<file path="config.mk">
export PLATFORM = sky130hd
export DESIGN_NAME = cpu_sequencer
export DESIGN_NICKNAME = d
export VERILOG_FILES = /design/src/rtl/cpu_sequencer.sv
export SDC_FILE = /design/constraint.sdc
export NUM_CORES = 1
export LEC_CHECK = 0
export CAP_MARGIN = 10
export CORE_MARGIN = 2
export CORE_UTILIZATION = 25
export DETAILED_ROUTE_END_ITERATION = 8
export SLEW_MARGIN = 20
export SYNTH_ARGS = -nofsm -noshare
export SYNTH_HDL_FRONTEND = slang
export SYNTH_SLANG_ARGS = --single-unit
</file>
<file path="constraint.sdc">
create_clock -name clk -period 1.6 [get_ports clk]
set_input_delay 0.16 -clock clk [delete_from_list [all_inputs] [get_ports clk]]
set_output_delay 0.16 -clock clk [all_outputs]
set_load 0.05 [all_outputs]
</file>
<file path="src/rtl/cpu_sequencer.sv">
// cpu_sequencer: loads a 4-bit program and steps the one-bit CPU until a step limit or fixed point
module cpu_sequencer #(
    parameter int STEP_W = 8
) (
    input  logic              clk,
    input  logic              reset,
    input  logic              prog_valid,
    input  logic [3:0]        prog_data,
    output logic              prog_ready,
    input  logic              start,
    input  logic              stop,
    input  logic [STEP_W-1:0] step_limit,
    input  logic              a_in,
    input  logic              p_in,
    output logic [1:0]        code,
    output logic              set_p,
    output logic              cpu_reset,
    output logic              busy,
    output logic              done,
    output logic              fixed,
    output logic [STEP_W-1:0] steps
);
    typedef enum logic [1:0] {IDLE, CLEAR, RUN, DONE} state_t;

    state_t            state, state_nx;
    logic [3:0]        prog;
    logic              loaded;
    logic [STEP_W-1:0] limit;
    logic [1:0]        prev;
    logic              accept, launch, at_limit, at_fix;

    // A program offered in the same cycle as start counts as loaded.
    assign accept   = prog_valid && prog_ready;
    assign launch   = prog_ready && start && (loaded || prog_valid);
    assign at_limit = steps == limit;
    assign at_fix   = steps != '0 && {a_in, p_in} == prev;

    // State register; a reset drops the run and the program at once.
    always_ff @(posedge clk or negedge reset) begin
        if (!reset) state <= IDLE;
        else        state <= state_nx;
    end

    // Next state: stop outranks the limit, which outranks fixed-point detection.
    always_comb begin
        state_nx = state;
        case (state)
            IDLE:    if (launch) state_nx = CLEAR;
            CLEAR:   state_nx = stop ? IDLE : (limit != '0 ? RUN : DONE);
            RUN:     if (stop) state_nx = IDLE;
                     else if (at_limit || at_fix) state_nx = DONE;
            DONE:    if (launch) state_nx = CLEAR;
                     else if (stop) state_nx = IDLE;
            default: state_nx = IDLE;
        endcase
    end

    // Outputs decoded from state; set_p only when RUN actually executes a step.
    always_comb begin
        prog_ready = state == IDLE || state == DONE;
        busy       = state == CLEAR || state == RUN;
        cpu_reset  = state != CLEAR;
        done       = state == DONE;
        set_p      = state == RUN && !stop && !at_limit && !at_fix;
        code       = state == RUN ? (p_in ? prog[3:2] : prog[1:0]) : 2'b00;
    end

    // Program store, run bookkeeping and the previous CPU state for fixed-point compare.
    always_ff @(posedge clk or negedge reset) begin
        if (!reset) begin
            prog   <= '0;
            loaded <= 1'b0;
            limit  <= '0;
            steps  <= '0;
            prev   <= '0;
            fixed  <= 1'b0;
        end else begin
            if (accept) begin
                prog   <= prog_data;
                loaded <= 1'b1;
            end
            if (launch) begin
                limit <= step_limit;
                steps <= '0;
                fixed <= 1'b0;
            end
            if (state == RUN && !stop && !at_limit && at_fix) fixed <= 1'b1;
            if (set_p) begin
                steps <= steps + 1'b1;
                prev  <= {a_in, p_in};
            end
        end
    end
endmodule

</file>
# Word-level counts from Yosys, hierarchy flattened
# Cells that the tools add are included.
[classes]
reduce_logical = 21
addsub = 1
mux = 14
n_eq_ne = 9
[op_table]
columns = ["cell", "n"]
rows = [
  ["2-bit two-way mux", 8],
  ["8-bit two-way mux", 2],
  ["8-bit nonzero test", 2],
  ["8-bit by 1-bit adder with 8-bit output (second input constant)", 1],
  ["8-bit == test", 1],
  ["1-bit logical AND", 8],
  ["2-bit case mux with 4 select lines", 1],
  ["2-bit == test (second input constant)", 2],
  ["1-bit logical OR", 4],
  ["2-bit nonzero test", 2],
  ["1-bit logical NOT", 3],
  ["1-bit two-way mux", 3],
  ["3-bit by 2-bit inequality test with 1-bit output (second input constant)", 1],
  ["3-bit inequality test (second input constant)", 1],
  ["3-bit AND reduction", 1],
  ["2-bit by 1-bit == test with 1-bit output (second input constant)", 1],
  ["2-bit == test", 1],
  ["2-bit logical NOT", 1],
  ["2-bit by 1-bit inequality test with 1-bit output (second input constant)", 1],
  ["2-bit inequality test (second input constant)", 1],
]
[word_totals]
register_bits = 26
inputBits = 19

# Longest topological paths before layout
# Gate-level depths: netlist (run 1).
[logic_depth]
word_depth = 6
mapped_depth = 8
mapped_depth_nobuf = 7

# Least setup slack after synthesis (run 1)
# OpenSTA, ideal clock, no wires.
[synth_timing]
path_kind = "reg-to-reg"
start = "register state[0]"
end = "register limit[2]"
synth_period_minus_slack_ns = 2.473
setup_slack_ns = -0.873
t_arrival_ns = 2.348
path_buffers = 1
stages_incl_launch_ff = 7
setup_time_ns = 0.125
required_time_ns = 1.475
path_cell_list = "dfrtp_1 > inv_1 > ha_1 > inv_1 > o211ai_1 > clkbuf_1 > mux2_2"
[synth_via]
elab_chain_cells = 4
[synth_lines]
columns = ["item", "line_no", "source"]
rows = [
  ["start, declared", "25", "state_t state, state_nx;"],
  ["start signal, assigned", "41", "else state <= state_nx;"],
  ["2-bit == test or 2-bit logical NOT (tied branches)", "60", "prog_ready = state == IDLE || state == DONE;"],
  ["1-bit logical OR *", "60", ""],
  ["via prog_ready", "9", "output logic prog_ready,"],
  ["1-bit logical AND * (2 in a row)", "34", "assign launch = prog_ready && start && (loaded || prog_valid);"],
  ["end signal, assigned", "83", "limit <= step_limit;"],
  ["end, declared", "28", "logic [STEP_W-1:0] limit;"],
]
# The timed path passes the listed nets; every way through them passes the cells marked *.
# A chain may end at the register's enable or synchronous reset.

# Worst setup path in the final report (run 1)
[layout_timing]
start = "register steps[5]"
end = "output set_p"
[layout_via]
elab_chain_cells = 4
[layout_lines]
columns = ["item", "line_no", "source"]
rows = [
  ["start, declared", "21", "output logic [STEP_W-1:0] steps"],
  ["start signal, assigned", "89", "steps <= steps + 1'b1;"],
  ["8-bit == test or 8-bit nonzero test (tied branches)", "35, 36", ""],
  ["1-bit logical NOT or 1-bit logical AND (tied branches)", "64, 36", ""],
  ["1-bit logical AND or 1-bit logical NOT (tied branches)", "64", "set_p = state == RUN && !stop && !at_limit && !at_fix;"],
  ["1-bit logical AND *", "64", ""],
  ["end, declared", "16", "output logic set_p,"],
]
# Every way passes the cells marked *; elsewhere a longest branch is shown, timed or not.

==> impl_metrics.toml, run 1 <==
[global_routing]
grt_usage_pct = 11.76
first_global_vias = 1285
grt_pass1_wl_um = 5892
grt_max_degree = 27
overflow = 0
antenna_found_initial = 0

[finish]
synthToLayoutAreaGrowth_pct = 67.14
fin_area_um2 = 2482
diodes = 0
drive_above_1_share_pct = 54.98
final_cell_mix = "buf_4, dfrtp_1, clkdlybuf4s50_1"
layout.nets = 238
n_fill_cell = 594
layout_commonest_cell = "buf_4"

[place]
place_hpwl_um = 2697
port_buffers = 34
place_area_um2 = 2258
gp_congestion = 0.7606

[synthesis]
synth_area_um2 = 1485
postSynthAreaPerCell_um2 = 10.84
syn_inst = 137
async_flop_share_pct = 100.0
synthTopCellsByArea = "dfrtp_1, mux2_2, ha_1"
synth_flop_cell = "dfrtp_1"
synth_edf_count = 0
ys_seq_elements = 26
yosysSeqAreaShare_pct = 43.81
yosys.cell_types.count = 34
yosys_warnings = 0
synthesis.nets = 163
yosysTopAreaCellShare_pct = 43.81
yosys.area.top_type = "dfrtp_1"

[clocking]
clk_pin_slew_ps = 90
cts_buffers = 3
h-tree-depth = 1
cts_root_buf = "clkbuf_8"
cts_tree = "built"
cts.path.max_buffers = 2
clock_latency_ps = 270
cts_hold_buf = 0
cts.sinks = 26

[routing]
detail-route-antenna-nets = 0
firstDrtPassIters = 4
wl_per_cell_um = 12.24
drtIter0Drc = 51
drt_wl_total_um = 3501
vias = 1233
drc = 0
viasPerCell = 4.311

[power_and_ir_drop]
clkPwrFrac_pct = 11.4
internal-power_w = 0.002429
ir_drop_v = 0.001086
p_comb_share_pct = 60.9
switching_share_pct = 36.26
powerDensity_nw_per_um2 = 1535
seq_power_share_pct = 27.7
p_leak_nw = 1.151
switching_power_w = 0.001381

[floorplan]
coreArea_um2 = 5816
die_x_um = 81.08
rows = 28
start_util_pct = 25.54
dieArea_um2 = 6573
ios = 35
die_h_um = 81.08

[sta]
relSlewSlack_pct = 76.72
finalCriticalPeriod_ps = 1875
max_freq_mhz = 533.2
slew_viol_final = 0
fin_ws_ps = -275.4
worst-slew-pin-transition_ps = 349.2
min_period_over_period_pct = 117.2
final_hold_viol_count = 0
fin_skew_ps = 5.766
fin_hold_ws_ps = 246.3
rsz0062_at_grt = "true"
setup_viol = 18

[job]
maxCapViolCount = 0

[worst_setup_path]
cp_max_fo = 3
required_ps = 1440
critPathLaunchType = "flip-flop"
endpoint_kind = "primary output"
worstSetupPathType = "reg -> out"
worst-endpoint-arrival_ps = 1720

[run_status]
status = "finished with violations"
violations = "negative setup slack"

[min_path]
hold_path_class = "in -> async"
==> final timing paths <==
check | depth (start not counted) | to | startpoint | slack [ps]
min in group clk | 1 | loaded | loaded | 490
hold / removal | 2 | state[1] | reset | 250
setup / recovery | 6 | set_p | steps[5] | -280
hold reg to reg | 1 | loaded | loaded | 490
max in group asynchronous | 2 | steps[1] | reset | 1060
setup reg to reg | 6 | steps[2] | steps[5] | -250
==> layout make-up <==
| cell class | count | area, um2 | share of cell area [%] |
|---|---|---|---|
| Tap cell | 75 | 93.84 | 3.780 |
| Sequential cell | 26 | 660.6 | 26.61 |
| Multi-Input combinational cell | 95 | 890.9 | 35.89 |
| Timing Repair Buffer | 77 | 737.0 | 29.69 |
| Inverter | 9 | 45.04 | 1.815 |
| Clock buffer | 4 | 55.05 | 2.218 |
==> cells by family after synthesis <==
family / Yosys count / synth area share (%)
AOI/OAI and AO/OA: 16 / 8.762
xor gates and xnor gates: 11 / 6.487
adders and majority gates: 7 / 5.897
buffers and inverters: 16 / 6.234
DFF: 26 / 43.81
muxes: 18 / 13.31
and+or+nand+nor: 43 / 15.50
==> worst max-delay path: stages (launching register included) <==
cell	delay [ps]
dfrtp_2	450
nor4_4	330
a311o_2	260
o211ai_4	100
buf_6	140
inv_8	40
buf_8	130
==> power groups by stage <==
stage          Combinational [W]  Clock, W  Sequential (W)
2_1_floorplan            0.00113         0         0.00109
3_3_place_gp             0.00207         0         0.00104
4_1_cts                  0.00214  0.000453         0.00103
6_report                 0.00232  0.000433         0.00106
5_1_grt                  0.00249  0.000478         0.00108
3_5_place_dp             0.00208         0         0.00104
==> flip-flops by register name, summed over array words and instances, names as in the netlist <==
name    cells
fixed       1
limit       8
loaded      1
prev        2
prog        4
state       2
steps       8
==> per-stage QoR <==
stage | instances | setup TNS [ps] | util, % | setup WS [ps] | power (W)
final | 286 | -2289 | 42.69 | -275.4 | 0.003810
after global routing | 286 | -3324 | 42.69 | -310.3 | 0.004049
after CTS | 283 | -2572 | 40.75 | -284.9 | 0.003629
after detailed placement | 277 | -2845 | 38.83 | -332.4 | 0.003119
after global placement | 277 | -2655 | 38.83 | -312.8 | 0.003107
after floorplan | 137 | -6437 | - | -444.0 | 0.002221
==> cells in the mapped netlist, types with 3 or more instances <==
cell type and number:
xor2_1 3, nor2_1 9, or2_2 3, ha_1 7
o21ai_0 4, nor3_1 4, nand2_1 9, dfrtp_1 26
xnor2_1 8, nor2b_1 3, inv_1 8, mux2_2 14
a211o_1 5, mux2i_1 4, nand3_1 4, nor4_1 3
==> metal layers <==
layer | vias to the layer above | wire, um | GRT usage [%]
met5 | - | 0 | 0
met4 | 0 | 69 | 5.085
met3 | 6 | 140 | 1.778
met2 | 24 | 1739 | 19.34
met1 | 583 | 1551 | 15.34
li1 | 620 | - | -
==> timing repair <==
action | CTS | global route
pin swaps | 7 | 10
gates resized for setup | 9 | 20
buffers inserted | 3 | 3
gates cloned | 0 | 0
endpoints found under the setup margin | 20 | 26
Note: power is estimated with default switching activity, not from simulation.
==> inputs of run 2 (changes only) <==
- ABC_CLOCK_PERIOD_IN_PS: not set -> 1600
- CORE_UTILIZATION: 25 -> 31
==> impl_metrics.toml, run 2 (synthesized netlist as in run 1, its figures left out) <==
[finish]
reg_top3 = "limit x8, steps x8, prog x4"
final_cell_mix = "buf_4, dfrtp_1, clkdlybuf4s50_1"
n_fill_cell = 419
layout_commonest_cell = "buf_4"
layout.nets = 242
synthToLayoutAreaGrowth_pct = 66.55
drive_above_1_share_pct = 52.09
instances_no_fill = 269
diodes = 0

[routing]
drc = 0
drt_wl_total_um = 3740
firstDrtPassIters = 4
viasPerCell = 4.747
drtIter0Drc = 44
detail-route-antenna-nets = 0
wl_per_cell_um = 13.90
vias = 1277

[place]
dp_cells = 257
place_hpwl_um = 2861
dp_slack_ps = -279.9
gp_congestion = 0.7999
port_buffers = 34

[global_routing]
overflow = 0
grt_pass1_wl_um = 6472
grt_max_degree = 27
antenna_found_initial = 0
first_global_vias = 1382
grt_usage_pct = 15.49

[clocking]
cts.path.max_buffers = 2
cts_hold_buf = 0
cts_root_buf = "clkbuf_8"
clock_latency_ps = 270
cts_tree = "built"
clk_pin_slew_ps = 90
cts_buffers = 3
cts.sinks = 26
h-tree-depth = 1

[min_path]
hold_path_class = "in -> async"

[floorplan]
start_util_pct = 31.87
coreArea_um2 = 4661
rows = 25
die_h_um = 73.22
dieArea_um2 = 5360
die_x_um = 73.22
ios = 35

[worst_setup_path]
worstSetupPathType = "reg -> out"
worst-endpoint-arrival_ps = 1690
critPathLaunchType = "flip-flop"
cp_max_fo = 4
required_ps = 1440
endpoint_kind = "primary output"

[sta]
min_period_over_period_pct = 115.8
final_hold_viol_count = 0
fin_skew_ps = 4.701
fin_ws_ps = -252.0
max_freq_mhz = 540.0
setup_viol = 20
relSlewSlack_pct = 75.46
slew_viol_final = 0
rsz0062_at_grt = "true"
finalCriticalPeriod_ps = 1852
worst-slew-pin-transition_ps = 364.2

[power_and_ir_drop]
ir_drop_v = 0.001157
p_leak_nw = 1.181
total_power_w = 0.003930
powerDensity_nw_per_um2 = 1589

[job]
maxCapViolCount = 0

[run_status]
violations = "negative setup slack"
status = "finished with violations"
## run 2: worst paths after layout
| check | startpoint | slack, ps | depth (start not counted) | to |
|---|---|---|---|---|
| setup / recovery | steps[3] | -250 | 6 | set_p |
| hold / removal | reset | 260 | 2 | limit[4] |
| setup reg to reg | steps[5] | -220 | 6 | steps[4] |
| hold reg to reg | loaded | 490 | 1 | loaded |
| max in group asynchronous | reset | 1060 | 2 | steps[6] |
| min in group clk | loaded | 490 | 1 | loaded |
## run 2: worst max-delay path: stages (launching register included)
cell	delay (ps)
dfrtp_2	450
xnor2_1	210
nand4_2	170
o211ai_4	280
buf_12	140
inv_8	30
buf_8	130
## run 2: layout make-up
type	count	area (um2)	share of cell area, %
Clock inverter	1	30.03	1.214
Tap cell	54	67.56	2.731
Clock buffer	3	41.29	1.669
Inverter	9	45.04	1.821
Timing Repair Buffer	81	767.0	31.01
Sequential cell	26	660.6	26.71
Multi-Input combinational cell	95	862.1	34.85
## run 2: per-stage QoR
stage          setup TNS, ps  instance area [um2]  utilization, %  hold WS [ps]
3_3_place_gp           -2489                 2240           48.05         463.3
3_5_place_dp           -3172                 2240           48.05         460.1
5_1_grt                -4173                 2474           53.07         283.5
4_1_cts                -2275                 2407           51.65         273.9
2_1_floorplan          -6437                 1573               -        -135.6
6_report               -2331                 2474           53.07         260.9
## run 2: layer usage
metal	vias up	track usage, %	share of wire (%)
li1	626	-	-
met1	615	20.03	43
met2	30	25.53	51
met3	6	3.039	4.7
met4	0	5.761	1.7
met5	-	0	0
## run 2: power by group
part           internal, W  switching, W  total (W)
Clock             0.000335      0.000209   0.000544
Sequential        0.000879      0.000179    0.00106
Combinational      0.00133      0.000996    0.00233
Total              0.00255       0.00138    0.00393
## run 2: timing repair
| action | 4_1_cts | 5_1_grt |
|---|---|---|
| setup buffers | 5 | 4 |
| pin swaps | 5 | 4 |
| endpoints found under the hold margin | 0 | 0 |
| endpoints found under the setup margin | 21 | 28 |
| gates resized for setup | 14 | 10 |
==> inputs of run 3 (changes only) <==
- CORE_MARGIN: 2 -> 1.5
==> impl_metrics.toml, run 3 (synthesized netlist as in run 1, its figures left out) <==
[clocking]
cts_root_buf = "clkbuf_8"
cts_tree = "built"
cts_buffers = 3
cts.path.max_buffers = 2
clock_latency_ps = 270
cts.sinks = 26
h-tree-depth = 1
clk_pin_slew_ps = 100

[routing]
drt_wl_total_um = 3923
wl_per_cell_um = 14.69
drc = 0
firstDrtPassIters = 4
vias = 1289
drtIter0Drc = 34
viasPerCell = 4.828
detail-route-antenna-nets = 0

[floorplan]
ios = 35
die_h_um = 72.22
start_util_pct = 33.19
coreArea_um2 = 4474
rows = 24
die_x_um = 72.22
dieArea_um2 = 5215

[worst_setup_path]
crit_chain = "inv_2, ha_2, a311o_2, o211ai_4, buf_12, inv_8, buf_8"
r2r-end = "steps[3]"
cp_max_fo = 4
worst-endpoint-arrival_ps = 1710
worstSetupPathType = "reg -> out"
required_ps = 1440
rr_startpoint = "steps[7]"
ff2ff_setup_slack_ps = -250
cp_slowest_cell = "dfrtp_2"
critPathLaunchType = "flip-flop"
max_stage_delay_ps = 420
endpoint_kind = "primary output"
worstRegToRegCells = 6

[job]
maxCapViolCount = 0

[global_routing]
globalRouteMet1Util_pct = 19.00
top_usage_layer = "met2"
use_met3_pct = 3.194
grt_usage_pct = 16.04
antenna_found_initial = 0
overflow = 0
met2_usage_pct = 28.70
grt_max_degree = 27
grt_pass1_wl_um = 6548
first_global_vias = 1408

[place]
port_buffers = 34
dp_slack_ps = -296.6
place_hpwl_um = 2783
gp_congestion = 0.6989

[finish]
diodes = 0
layout_commonest_cell = "buf_4"
reg_top3 = "limit x8, steps x8, prog x4"
synthToLayoutAreaGrowth_pct = 67.48
layout.nets = 242
drive_above_1_share_pct = 55.81
final_cell_mix = "buf_4, dfrtp_1, clkdlybuf4s50_1"

[sta]
fin_skew_ps = 7.124
worst-slew-pin-transition_ps = 357.6
rsz0062_at_grt = "true"
final_hold_viol_count = 0
slew_viol_final = 0
max_freq_mhz = 533.7
min_period_over_period_pct = 117.1
relSlewSlack_pct = 76.16
fin_setup_tns_ps = -2803
finalCriticalPeriod_ps = 1874
fin_ws_ps = -273.9
setup_viol = 17
fin_hold_ws_ps = 259.2

[run_status]
status = "finished with violations"
violations = "negative setup slack"

[power_and_ir_drop]
powerDensity_nw_per_um2 = 1530
ir_drop_v = 0.001466
p_leak_nw = 1.165
total_power_w = 0.003806

[min_path]
hold_path_class = "in -> async"
==> run 3: worst max path at each step <==
stage | end | slack, ps | startpoint
6_report | set_p | -270 | steps[1]
5_1_grt | set_p | -310 | steps[1]
4_1_cts | set_p | -250 | steps[7]
3_5_place_dp | set_p | -300 | a_in
3_3_place_gp | set_p | -250 | a_in
2_1_floorplan | limit[2] | -440 | state[0]
==> run 3: report_power, final <==
part	total [W]	internal (W)	switching, W
Clock	0.000389	0.000178	0.000210
Sequential	0.00106	0.000878	0.000180
Combinational	0.00236	0.00133	0.00103
==> run 3: metal layers <==
layer / vias up / routed length [um]
met1: 620 / 1643
met3: 8 / 164
met4: 0 / 104
met2: 35 / 2011
met5: - / 0
li1: 626 / -
==> run 3: cell type report <==
class | count | area [um2]
repair buffers | 81 | 787.0
clock buffers | 4 | 45.04
flip-flops and latches | 26 | 660.6
multi-input cells | 95 | 884.6
well taps | 52 | 65.06
inverters | 9 | 45.04
fillers | 382 | 1987
==> run 3: stage by stage <==
step           util, %  instances  area [um2]
2_1_floorplan        -        137        1573
3_3_place_gp     49.66        253        2222
3_5_place_dp     49.66        253        2222
4_1_cts          54.61        266        2444
5_1_grt          55.59        267        2487
6_report         55.59        267        2487
==> run 3: critical path, delay by kind of cell (launching register included) <==
kind                     cells  cell delay (ps)
AO/OA/AOI/OAI                2              510
flip-flops                   1              420
buffers and inverters        4              350
adder cells (fa/ha/maj)      1              170
==> run 3: repair_timing <==
action,4_1_cts,5_1_grt
pin swaps,9,5
hold buffers,0,0
resized for setup,22,9
endpoints found under the setup margin,21,28
buffers inserted,9,2
gates cloned,0,0
